==> src/rtl/exc_pipe_ctrl_if.sv <==
// Pipeline-side bundle for the exception/hazard sequencer: WB-stage status in,
// flush/stall/redirect controls and trap CSR values out.
interface exc_pipe_ctrl_if #(
  parameter int CNT_W = 16
);
  logic             wb_invalid;
  logic             wb_mis_ld;
  logic             wb_mis_st;
  logic             wb_mret;
  logic [31:0]      wb_pc_plus4;
  logic [31:0]      wb_idata;
  logic [31:0]      wb_daddr;
  logic             hz_stall;

  logic             wb_kill;
  logic             flush_if_id;
  logic             flush_id_ex;
  logic             flush_ex_mem;
  logic             flush_mem_wb;
  logic             stall_pc;
  logic             stall_if_id;
  logic             pc_redirect;
  logic [31:0]      pc_target;
  logic [31:0]      epc;
  logic [3:0]       cause;
  logic [31:0]      tval;
  logic             in_handler;
  logic             lockup;
  logic [CNT_W-1:0] exc_count;

  modport master (
    output wb_invalid, wb_mis_ld, wb_mis_st, wb_mret,
           wb_pc_plus4, wb_idata, wb_daddr, hz_stall,
    input  wb_kill, flush_if_id, flush_id_ex, flush_ex_mem, flush_mem_wb,
           stall_pc, stall_if_id, pc_redirect, pc_target,
           epc, cause, tval, in_handler, lockup, exc_count
  );

  modport slave (
    input  wb_invalid, wb_mis_ld, wb_mis_st, wb_mret,
           wb_pc_plus4, wb_idata, wb_daddr, hz_stall,
    output wb_kill, flush_if_id, flush_id_ex, flush_ex_mem, flush_mem_wb,
           stall_pc, stall_if_id, pc_redirect, pc_target,
           epc, cause, tval, in_handler, lockup, exc_count
  );
endinterface

==> src/rtl/exc_pipe_ctrl.sv <==
// Exception/hazard sequencer: traps on WB-stage faults, returns on MRET, locks up on
// nested faults, and converts load-use hazards into stalls. EXC_PIPE_CTRL_COUNT_EN adds exc_count.
module exc_pipe_ctrl #(
  parameter logic [31:0] TRAP_VEC = 32'h0000_0100,
  parameter int          CNT_W    = 16
) (
  input logic           clk,
  input logic           rst,
  exc_pipe_ctrl_if.slave bus
);

  typedef enum logic [1:0] {
    ST_IDLE    = 2'd0,
    ST_HANDLER = 2'd1,
    ST_LOCKUP  = 2'd2
  } state_t;

  localparam logic [3:0] CAUSE_ILLEGAL = 4'd2;
  localparam logic [3:0] CAUSE_MIS_LD  = 4'd4;
  localparam logic [3:0] CAUSE_MIS_ST  = 4'd6;

  state_t      state_q, state_d;
  logic [31:0] epc_q, epc_d;
  logic [3:0]  cause_q, cause_d;
  logic [31:0] tval_q, tval_d;

  logic        any_fault;
  logic        kill, fl_if_id, fl_id_ex, fl_ex_mem, fl_mem_wb;
  logic        st_pc, st_if_id, redirect;
  logic [31:0] target;

  assign any_fault = bus.wb_invalid | bus.wb_mis_ld | bus.wb_mis_st;

  // NOTE: every signal gets a default before the case so no path leaves one unassigned,
  // which is what keeps this block from inferring latches.
  always_comb begin
    state_d   = state_q;
    epc_d     = epc_q;
    cause_d   = cause_q;
    tval_d    = tval_q;
    kill      = 1'b0;
    fl_if_id  = 1'b0;
    fl_id_ex  = 1'b0;
    fl_ex_mem = 1'b0;
    fl_mem_wb = 1'b0;
    st_pc     = 1'b0;
    st_if_id  = 1'b0;
    redirect  = 1'b0;
    target    = 32'd0;

    unique case (state_q)
      ST_IDLE: begin
        if (any_fault || bus.wb_mret) begin
          kill      = 1'b1;
          {fl_if_id, fl_id_ex, fl_ex_mem, fl_mem_wb} = 4'b1111;
          redirect  = 1'b1;
          target    = TRAP_VEC;
          epc_d     = bus.wb_pc_plus4 - 32'd4;
          state_d   = ST_HANDLER;
          // A stray MRET outside the handler is reported as an illegal instruction.
          if (bus.wb_invalid || !any_fault) begin
            cause_d = CAUSE_ILLEGAL;
            tval_d  = bus.wb_idata;
          end else if (bus.wb_mis_ld) begin
            cause_d = CAUSE_MIS_LD;
            tval_d  = bus.wb_daddr;
          end else begin
            cause_d = CAUSE_MIS_ST;
            tval_d  = bus.wb_daddr;
          end
        end else if (bus.hz_stall) begin
          st_pc    = 1'b1;
          st_if_id = 1'b1;
          fl_id_ex = 1'b1;
        end
      end
      ST_HANDLER: begin
        if (any_fault) begin
          kill    = 1'b1;
          {fl_if_id, fl_id_ex, fl_ex_mem, fl_mem_wb} = 4'b1111;
          state_d = ST_LOCKUP;
        end else if (bus.wb_mret) begin
          {fl_if_id, fl_id_ex, fl_ex_mem, fl_mem_wb} = 4'b1111;
          redirect = 1'b1;
          target   = epc_q + 32'd4;
          state_d  = ST_IDLE;
        end else if (bus.hz_stall) begin
          st_pc    = 1'b1;
          st_if_id = 1'b1;
          fl_id_ex = 1'b1;
        end
      end
      ST_LOCKUP: begin
        st_pc    = 1'b1;
        fl_if_id = 1'b1;
        fl_id_ex = 1'b1;
      end
      default: state_d = ST_IDLE;
    endcase

    // Controls must stay quiet while reset is held, even with an event sitting in WB.
    if (rst) begin
      kill      = 1'b0;
      fl_if_id  = 1'b0;
      fl_id_ex  = 1'b0;
      fl_ex_mem = 1'b0;
      fl_mem_wb = 1'b0;
      st_pc     = 1'b0;
      st_if_id  = 1'b0;
      redirect  = 1'b0;
      target    = 32'd0;
    end
  end

  // NOTE: state registers use non-blocking assignments so every flop samples the
  // pre-edge values; the async reset clears the CSR values as well as the state.
  always_ff @(posedge clk or posedge rst) begin
    if (rst) begin
      state_q <= ST_IDLE;
      epc_q   <= 32'd0;
      cause_q <= 4'd0;
      tval_q  <= 32'd0;
    end else begin
      state_q <= state_d;
      epc_q   <= epc_d;
      cause_q <= cause_d;
      tval_q  <= tval_d;
    end
  end

`ifdef EXC_PIPE_CTRL_COUNT_EN
  logic             cnt_inc;
  logic [CNT_W-1:0] cnt_q, cnt_d;

  assign cnt_inc = ((state_q == ST_IDLE) && (any_fault || bus.wb_mret)) ||
                   ((state_q == ST_HANDLER) && any_fault);
  assign cnt_d   = (cnt_inc && (cnt_q != {CNT_W{1'b1}})) ? cnt_q + CNT_W'(1) : cnt_q;

  always_ff @(posedge clk or posedge rst) begin
    if (rst) cnt_q <= '0;
    else     cnt_q <= cnt_d;
  end

  assign bus.exc_count = cnt_q;
`else
  assign bus.exc_count = '0;
`endif

  assign bus.wb_kill      = kill;
  assign bus.flush_if_id  = fl_if_id;
  assign bus.flush_id_ex  = fl_id_ex;
  assign bus.flush_ex_mem = fl_ex_mem;
  assign bus.flush_mem_wb = fl_mem_wb;
  assign bus.stall_pc     = st_pc;
  assign bus.stall_if_id  = st_if_id;
  assign bus.pc_redirect  = redirect;
  assign bus.pc_target    = target;
  assign bus.epc          = epc_q;
  assign bus.cause        = cause_q;
  assign bus.tval         = tval_q;
  assign bus.in_handler   = (state_q == ST_HANDLER);
  assign bus.lockup       = (state_q == ST_LOCKUP);

endmodule

==> src/flat_wrapper.sv <==
// flat-port wrapper written by rule: the top's interface ports become plain ports
module exc_pipe_ctrl_flat 
#(
  parameter logic [31:0] TRAP_VEC = 32'h0000_0100,
  parameter int          CNT_W    = 16
)
  (clk, rst, bus_wb_invalid, bus_wb_mis_ld, bus_wb_mis_st, bus_wb_mret, bus_wb_pc_plus4, bus_wb_idata, bus_wb_daddr, bus_hz_stall, bus_wb_kill, bus_flush_if_id, bus_flush_id_ex, bus_flush_ex_mem, bus_flush_mem_wb, bus_stall_pc, bus_stall_if_id, bus_pc_redirect, bus_pc_target, bus_epc, bus_cause, bus_tval, bus_in_handler, bus_lockup, bus_exc_count);
  exc_pipe_ctrl_if #(.CNT_W(CNT_W)) bus_i ();
  input logic clk;
  input logic rst;
  input wire logic [$bits(bus_i.wb_invalid)-1:0] bus_wb_invalid;
  input wire logic [$bits(bus_i.wb_mis_ld)-1:0] bus_wb_mis_ld;
  input wire logic [$bits(bus_i.wb_mis_st)-1:0] bus_wb_mis_st;
  input wire logic [$bits(bus_i.wb_mret)-1:0] bus_wb_mret;
  input wire logic [$bits(bus_i.wb_pc_plus4)-1:0] bus_wb_pc_plus4;
  input wire logic [$bits(bus_i.wb_idata)-1:0] bus_wb_idata;
  input wire logic [$bits(bus_i.wb_daddr)-1:0] bus_wb_daddr;
  input wire logic [$bits(bus_i.hz_stall)-1:0] bus_hz_stall;
  output wire logic [$bits(bus_i.wb_kill)-1:0] bus_wb_kill;
  output wire logic [$bits(bus_i.flush_if_id)-1:0] bus_flush_if_id;
  output wire logic [$bits(bus_i.flush_id_ex)-1:0] bus_flush_id_ex;
  output wire logic [$bits(bus_i.flush_ex_mem)-1:0] bus_flush_ex_mem;
  output wire logic [$bits(bus_i.flush_mem_wb)-1:0] bus_flush_mem_wb;
  output wire logic [$bits(bus_i.stall_pc)-1:0] bus_stall_pc;
  output wire logic [$bits(bus_i.stall_if_id)-1:0] bus_stall_if_id;
  output wire logic [$bits(bus_i.pc_redirect)-1:0] bus_pc_redirect;
  output wire logic [$bits(bus_i.pc_target)-1:0] bus_pc_target;
  output wire logic [$bits(bus_i.epc)-1:0] bus_epc;
  output wire logic [$bits(bus_i.cause)-1:0] bus_cause;
  output wire logic [$bits(bus_i.tval)-1:0] bus_tval;
  output wire logic [$bits(bus_i.in_handler)-1:0] bus_in_handler;
  output wire logic [$bits(bus_i.lockup)-1:0] bus_lockup;
  output wire logic [$bits(bus_i.exc_count)-1:0] bus_exc_count;
  assign bus_i.wb_invalid = bus_wb_invalid;
  assign bus_i.wb_mis_ld = bus_wb_mis_ld;
  assign bus_i.wb_mis_st = bus_wb_mis_st;
  assign bus_i.wb_mret = bus_wb_mret;
  assign bus_i.wb_pc_plus4 = bus_wb_pc_plus4;
  assign bus_i.wb_idata = bus_wb_idata;
  assign bus_i.wb_daddr = bus_wb_daddr;
  assign bus_i.hz_stall = bus_hz_stall;
  assign bus_wb_kill = bus_i.wb_kill;
  assign bus_flush_if_id = bus_i.flush_if_id;
  assign bus_flush_id_ex = bus_i.flush_id_ex;
  assign bus_flush_ex_mem = bus_i.flush_ex_mem;
  assign bus_flush_mem_wb = bus_i.flush_mem_wb;
  assign bus_stall_pc = bus_i.stall_pc;
  assign bus_stall_if_id = bus_i.stall_if_id;
  assign bus_pc_redirect = bus_i.pc_redirect;
  assign bus_pc_target = bus_i.pc_target;
  assign bus_epc = bus_i.epc;
  assign bus_cause = bus_i.cause;
  assign bus_tval = bus_i.tval;
  assign bus_in_handler = bus_i.in_handler;
  assign bus_lockup = bus_i.lockup;
  assign bus_exc_count = bus_i.exc_count;
  exc_pipe_ctrl #(.TRAP_VEC(TRAP_VEC), .CNT_W(CNT_W)) u_core (.clk(clk), .rst(rst), .bus(bus_i));
endmodule
==> config.mk <==
export PLATFORM = sky130hd
export DESIGN_NAME = exc_pipe_ctrl_flat
export DESIGN_NICKNAME = d
export VERILOG_FILES = /design/src/rtl/exc_pipe_ctrl_if.sv /design/src/rtl/exc_pipe_ctrl.sv /design/src/flat_wrapper.sv
export SDC_FILE = /design/constraint.sdc
export NUM_CORES = 1
export LEC_CHECK = 0
export ABC_AREA = 1
export BUFFER_PORTS_ARGS = -buffer_cell sky130_fd_sc_hd__buf_2
export CAP_MARGIN = 25
export CORE_ASPECT_RATIO = 0.75
export CORE_MARGIN = 3
export CORE_UTILIZATION = 34
export DETAILED_ROUTE_END_ITERATION = 10
export MAX_ROUTING_LAYER = met4
export RECOVER_POWER = 50
export SYNTH_ARGS = -nofsm -noshare
export SYNTH_HDL_FRONTEND = slang
export SYNTH_SLANG_ARGS = --single-unit
==> constraint.sdc <==
create_clock -name clk -period 9.1 [get_ports clk]
set_input_delay 1.82 -clock clk [delete_from_list [all_inputs] [get_ports clk]]
set_output_delay 1.82 -clock clk [all_outputs]
set_load 0.1 [all_outputs]
* After elaboration in Yosys (flattened, before gate mapping) *
Cells that the tools add are included.

cells by class
  order comparisons = 0
  shift-type cells = 0
  equality and inequality tests = 4
  divide/modulo/power cells = 0
  $add $sub $neg = 2
  multiply operators = 0
  reduce and logical (&&, ||, !) cells = 6
  multiplexer cells = 38
  bitwise operators = 3

operators with widths
  cell                   count
  $mux 32                4
  $pmux 32 s2            1
  $add 32x3->32 const B  1
  $sub 32x3->32 const B  1
  $mux 1                 19
  $mux 9                 1
  $pmux 1 s3             3
  $mux 2                 4
  $pmux 1 s2             4
  $pmux 2 s3             1
  $mux 4                 1
  $ne 3x2->1 const B     1
  $reduce_and 3->1       1
  $eq 2x1->1 const B     1
  $eq 2x2->1 const B     1
  $logic_not 2->1        1
  $logic_or 1x1->1       2
  $ne 2x1->1 const B     1
  $or 1x1->1             2
  $reduce_and 2->1       1
  $logic_not 1->1        1
  $not 1->1              1

word-level totals
  bits in registers = 70
  input port bits = 103
  output and inout bits = 126
  word-level logic and storage cells = 57
  memories = 0
  bits in latches = 0
  ROM bits = 0
  memory bits (writable) = 0

* Logic depth before layout (Yosys ltp) *
  depth after elaboration = 6
  mapped depth = 11
  gate-level depth less buffers = 11

* Least setup slack after synthesis *
OpenSTA, ideal clock, no wires.

  kind = input-to-output
  start point = input rst
  end point = output bus_flush_id_ex
  slack = 1,425 ps
  stages on the path = 3
  data required time = 7,280 ps
  path buffers = 0
  arrival = 5,855 ps
  cell sequence = inv_1 > o21ai_0 > o21ai_0

between the ends
  longest elaborated chain between the ends = 1

ends and longest elaborated chain
  what                RTL line              text
  start: declaration  flat_wrapper.sv:10    input logic rst;
  $mux 1              exc_pipe_ctrl.sv:102  if (rst) begin
  end: declaration    flat_wrapper.sv:21    output wire logic [$bits(bus_i.flush_id_ex)-1:0] bus_flush_id_ex;

Every way passes these cells.

* Final worst setup path *
  start point = input bus_wb_mis_ld
  end point = output bus_pc_target[21]

between the ends
  longest elaborated chain between the ends = 5

ends and longest elaborated chain
  what                      RTL line              text
  start: declaration        flat_wrapper.sv:12    input wire logic [$bits(bus_i.wb_mis_ld)-1:0] bus_wb_mis_ld;
  $or 1x1->1 (2 in series)  exc_pipe_ctrl.sv:32   assign any_fault = bus.wb_invalid | bus.wb_mis_ld | bus.wb_mis_st;
  $mux 32                   exc_pipe_ctrl.sv:78   if (any_fault) begin
  $pmux 32 s2               exc_pipe_ctrl.sv:51   unique case (state_q)
  $mux 32                   exc_pipe_ctrl.sv:102
  end: declaration          flat_wrapper.sv:27    output wire logic [$bits(bus_i.pc_target)-1:0] bus_pc_target;

Every way passes these cells.

==> run metrics <==
DP HPWL 13100 um; Synth Area in Compound Gates 0.103; via density per instance 4.71; Die Ht 110 um; Syn Area/Cell 6.45 sq um; Reg2Reg Depth 6; total gr overflow 0; Ports 229; post-synthesis instance area 0.00494 sq mm; Synth Register Bits 68; initial antenna violation count 0; setup_tns 0 ps; CP endpoint kind primary output; r2r setup slk 6490 ps; Synth cell types 36; failing checks capacitance limit, slew limit; required time of the critical path 7280 ps; GP Congestion 0.925; Root Driver clkbuf_16; Clock Sinks 68; Worst Setup Path Type in -> out; hold path start u_core.bus.cause[2]$_DFFE_PP0N_; sequential share of the synthesized area 0.345; min Tclk post-route 5780 ps; Die Area 0.0160 sq mm; CTS clock-pin slew for the worst setup and hold paths 60 ps; via count 5469; Setup crit start bus_wb_mis_ld; number of global-route vias before repair 4872; RSZ-0062 raised after global routing no; simple-gate area share of the yosys netlist 0.414; Post-DRT Antenna Nets 0; fmax 0.173 GHz; adder-cell area share of the yosys netlist 0.00507; prevailing post-synth register cell dfrtp_1; H-tree depth 3; post-CTS setup buffers 0; CTS buffer count 9; share of layout cells above drive strength 1 0.210; gr usage total 0.208; fin crit share 0.635; nets 1066; maximum vdd drop 0.0815 mV; main combinational cell family by area after synthesis simple AND/OR/NAND/NOR gates; fillers 1529; Starting Density 0.353; clock skew 5.31 ps; max cap viols 1; Horiz. Die Dim 145 um; Design Area, Final 0.00626 sq mm; Synth async-reset ratio 1.00; CP peak stage delay 500 ps; PD cells 125 mW/mm^2; Overall Power 0.785 mW; TritonCTS clock tree yes; Diodes inserted 0; hold violation count in the final report 0; register area 0.00170 sq mm; Ys Warns 0; core footprint 0.0140 sq mm; multiplexer share of the synthesized area 0; first-pass GRT wire length 26200 um; Iter 0 DRT Violations 349; PostCTS Resize Cnt 0; family with the most delay on the worst path simple AND/OR/NAND/NOR gates; crit-path cells buf_2 -> nor3_1 -> nand3_2 -> nor2_4 -> inv_2 -> nor3_1 -> buf_2; Pre-antenna DRT Iters 4; EDFF count, synth 0; r2r startpoint u_core.state_q[1]$_DFFE_PP0P_; startpoint types input pin; r2r endpoint u_core.bus.epc[14]$_DFFE_PP0N_; crit path buf inv count 3; # DRC 0; Multi-input gate area 0.00271 sq mm; min-delay worst type reg -> reg; # rows 37; Final Setup Violations 0; Pleak 3.20 nW; Clock Path Buffers 2; clk_lat worst skew 330 ps; Tightest Pin Transition 3780 ps; Slew Limit Headroom -1.52; Detailed Route WL 16900 um; Hold EP u_core.bus.cause[2]$_DFFE_PP0N_; post-synthesis cell count 765; CP max-delay cell nor3_1; DP Area 0.00603 sq mm; hold_buf cts 0; Slew Limit Fails 69; crit path DAT 3960 ps; Synth Area in XOR/XNOR 0.0160; crit-path max FO 22; Area Growth Syn to Fin 26.9%; hold path depth 2; status finished, violations left; WL/cell 14.5 um; I/O Buffers 210; largest net degree at the start of global routing 108
## synth_stat cells, types with 3 or more instances
library cell,count,area share
a21oi_1,17,0.017
a31oi_1,39,0.049
buf_2,6,0.0061
buf_4,24,0.036
buf_6,3,0.0068
clkbuf_1,11,0.0084
dfrtp_1,68,0.34
inv_1,72,0.055
inv_2,3,0.0023
nand2_1,216,0.16
nand2_2,3,0.0038
nand3_1,54,0.055
nand3_2,4,0.0081
nand4_1,13,0.016
nor2_1,149,0.11
nor2_2,6,0.0076
nor2_4,6,0.014
nor3_1,15,0.015
o21ai_0,27,0.027
xor2_1,8,0.014
## state kept, by name, indices dropped and copies added (netlist names)
name	count
u_core.bus.epc	32
u_core.bus.tval	32
u_core.bus.cause	2
u_core.state_q	2
## cell families (layout without fill, tap and decap cells)
group	count (synthesis)	count (layout)
and+or+nand+nor	475	475
DFF	68	68
buffers and inverters	121	304
adders and majority gates	2	2
xor gates and xnor gates	9	9
other	1	18
AOI/OAI and AO/OA	89	89
## report_power, final
part / internal, mW / switching, mW / total (mW)
clock network: 0.239 / 0.135 / 0.374
registers: 0.302 / 0 / 0.302
logic: 0.0273 / 0.0809 / 0.108
## cell type report
| cell class | instances | share of cell area |
|---|---|---|
| multi-input cells | 593 | 0.433 |
| flip-flops and latches | 68 | 0.272 |
| repair buffers | 213 | 0.161 |
| inverters | 76 | 0.0455 |
| well taps | 195 | 0.0389 |
| clock buffers | 9 | 0.0359 |
| clock inverters | 6 | 0.0142 |
## layer usage
layer | track usage | routed length [um] | part of all wire | vias up
met4 | 0.0379 | 128 | 0.0076 | 0
met5 | - | 0 | 0 | -
met3 | 0.0347 | 1100 | 0.065 | 12
met2 | 0.294 | 7090 | 0.42 | 192
met1 | 0.314 | 8550 | 0.51 | 2454
li1 | - | - | - | 2811
## metrics by stage
| stage | hold WS, ps | cells | util | setup slack (ps) |
|---|---|---|---|---|
| final | 511 | 1160 | 0.448 | 3320 |
| after global routing | 521 | 1160 | 0.448 | 3070 |
| after CTS | 508 | 1160 | 0.454 | 3550 |
| after detailed placement | 493 | 1145 | 0.431 | 3550 |
| after global placement | 475 | 1145 | 0.431 | 3560 |
| after floorplan | 481 | 782 | - | 1420 |
## worst max path at each step
| stage | endpoint | depth (start not counted) |
|---|---|---|
| after CTS | bus_pc_target[21] | 7 |
| after global placement | bus_pc_target[21] | 7 |
| final | bus_pc_target[21] | 7 |
| after global routing | bus_pc_target[8] | 8 |
| after floorplan | bus_flush_id_ex | 3 |
| after detailed placement | bus_pc_target[21] | 7 |
## tightest hold or removal path: stages, from the launching register on
cell and delay [ps]:
dfrtp_1 360, nand2_1 50, o21ai_0 60
## cell usage in the layout, fill, tap and decap left out, drive strengths merged
cell type	netlist	final
nor2	161	161
o21ai	29	29
xor2	8	8
clkinvlp	0	2
bufinv	0	2
o31ai	1	1
o21bai	2	2
nor3b	1	1
clkinv	1	3
nand3b	2	2
nor3	17	17
conb	1	18
or2	2	2
dfrtp	68	68
nand2	219	219
a31oi	39	39
xnor2	1	1
and3	1	1
clkbuf	12	58
buf	33	164
nand4	13	13
o211a	1	1
inv	75	75
ha	2	2
a21oi	17	17
nand3	59	59
No activity file was read; power rests on OpenSTA's default activity.
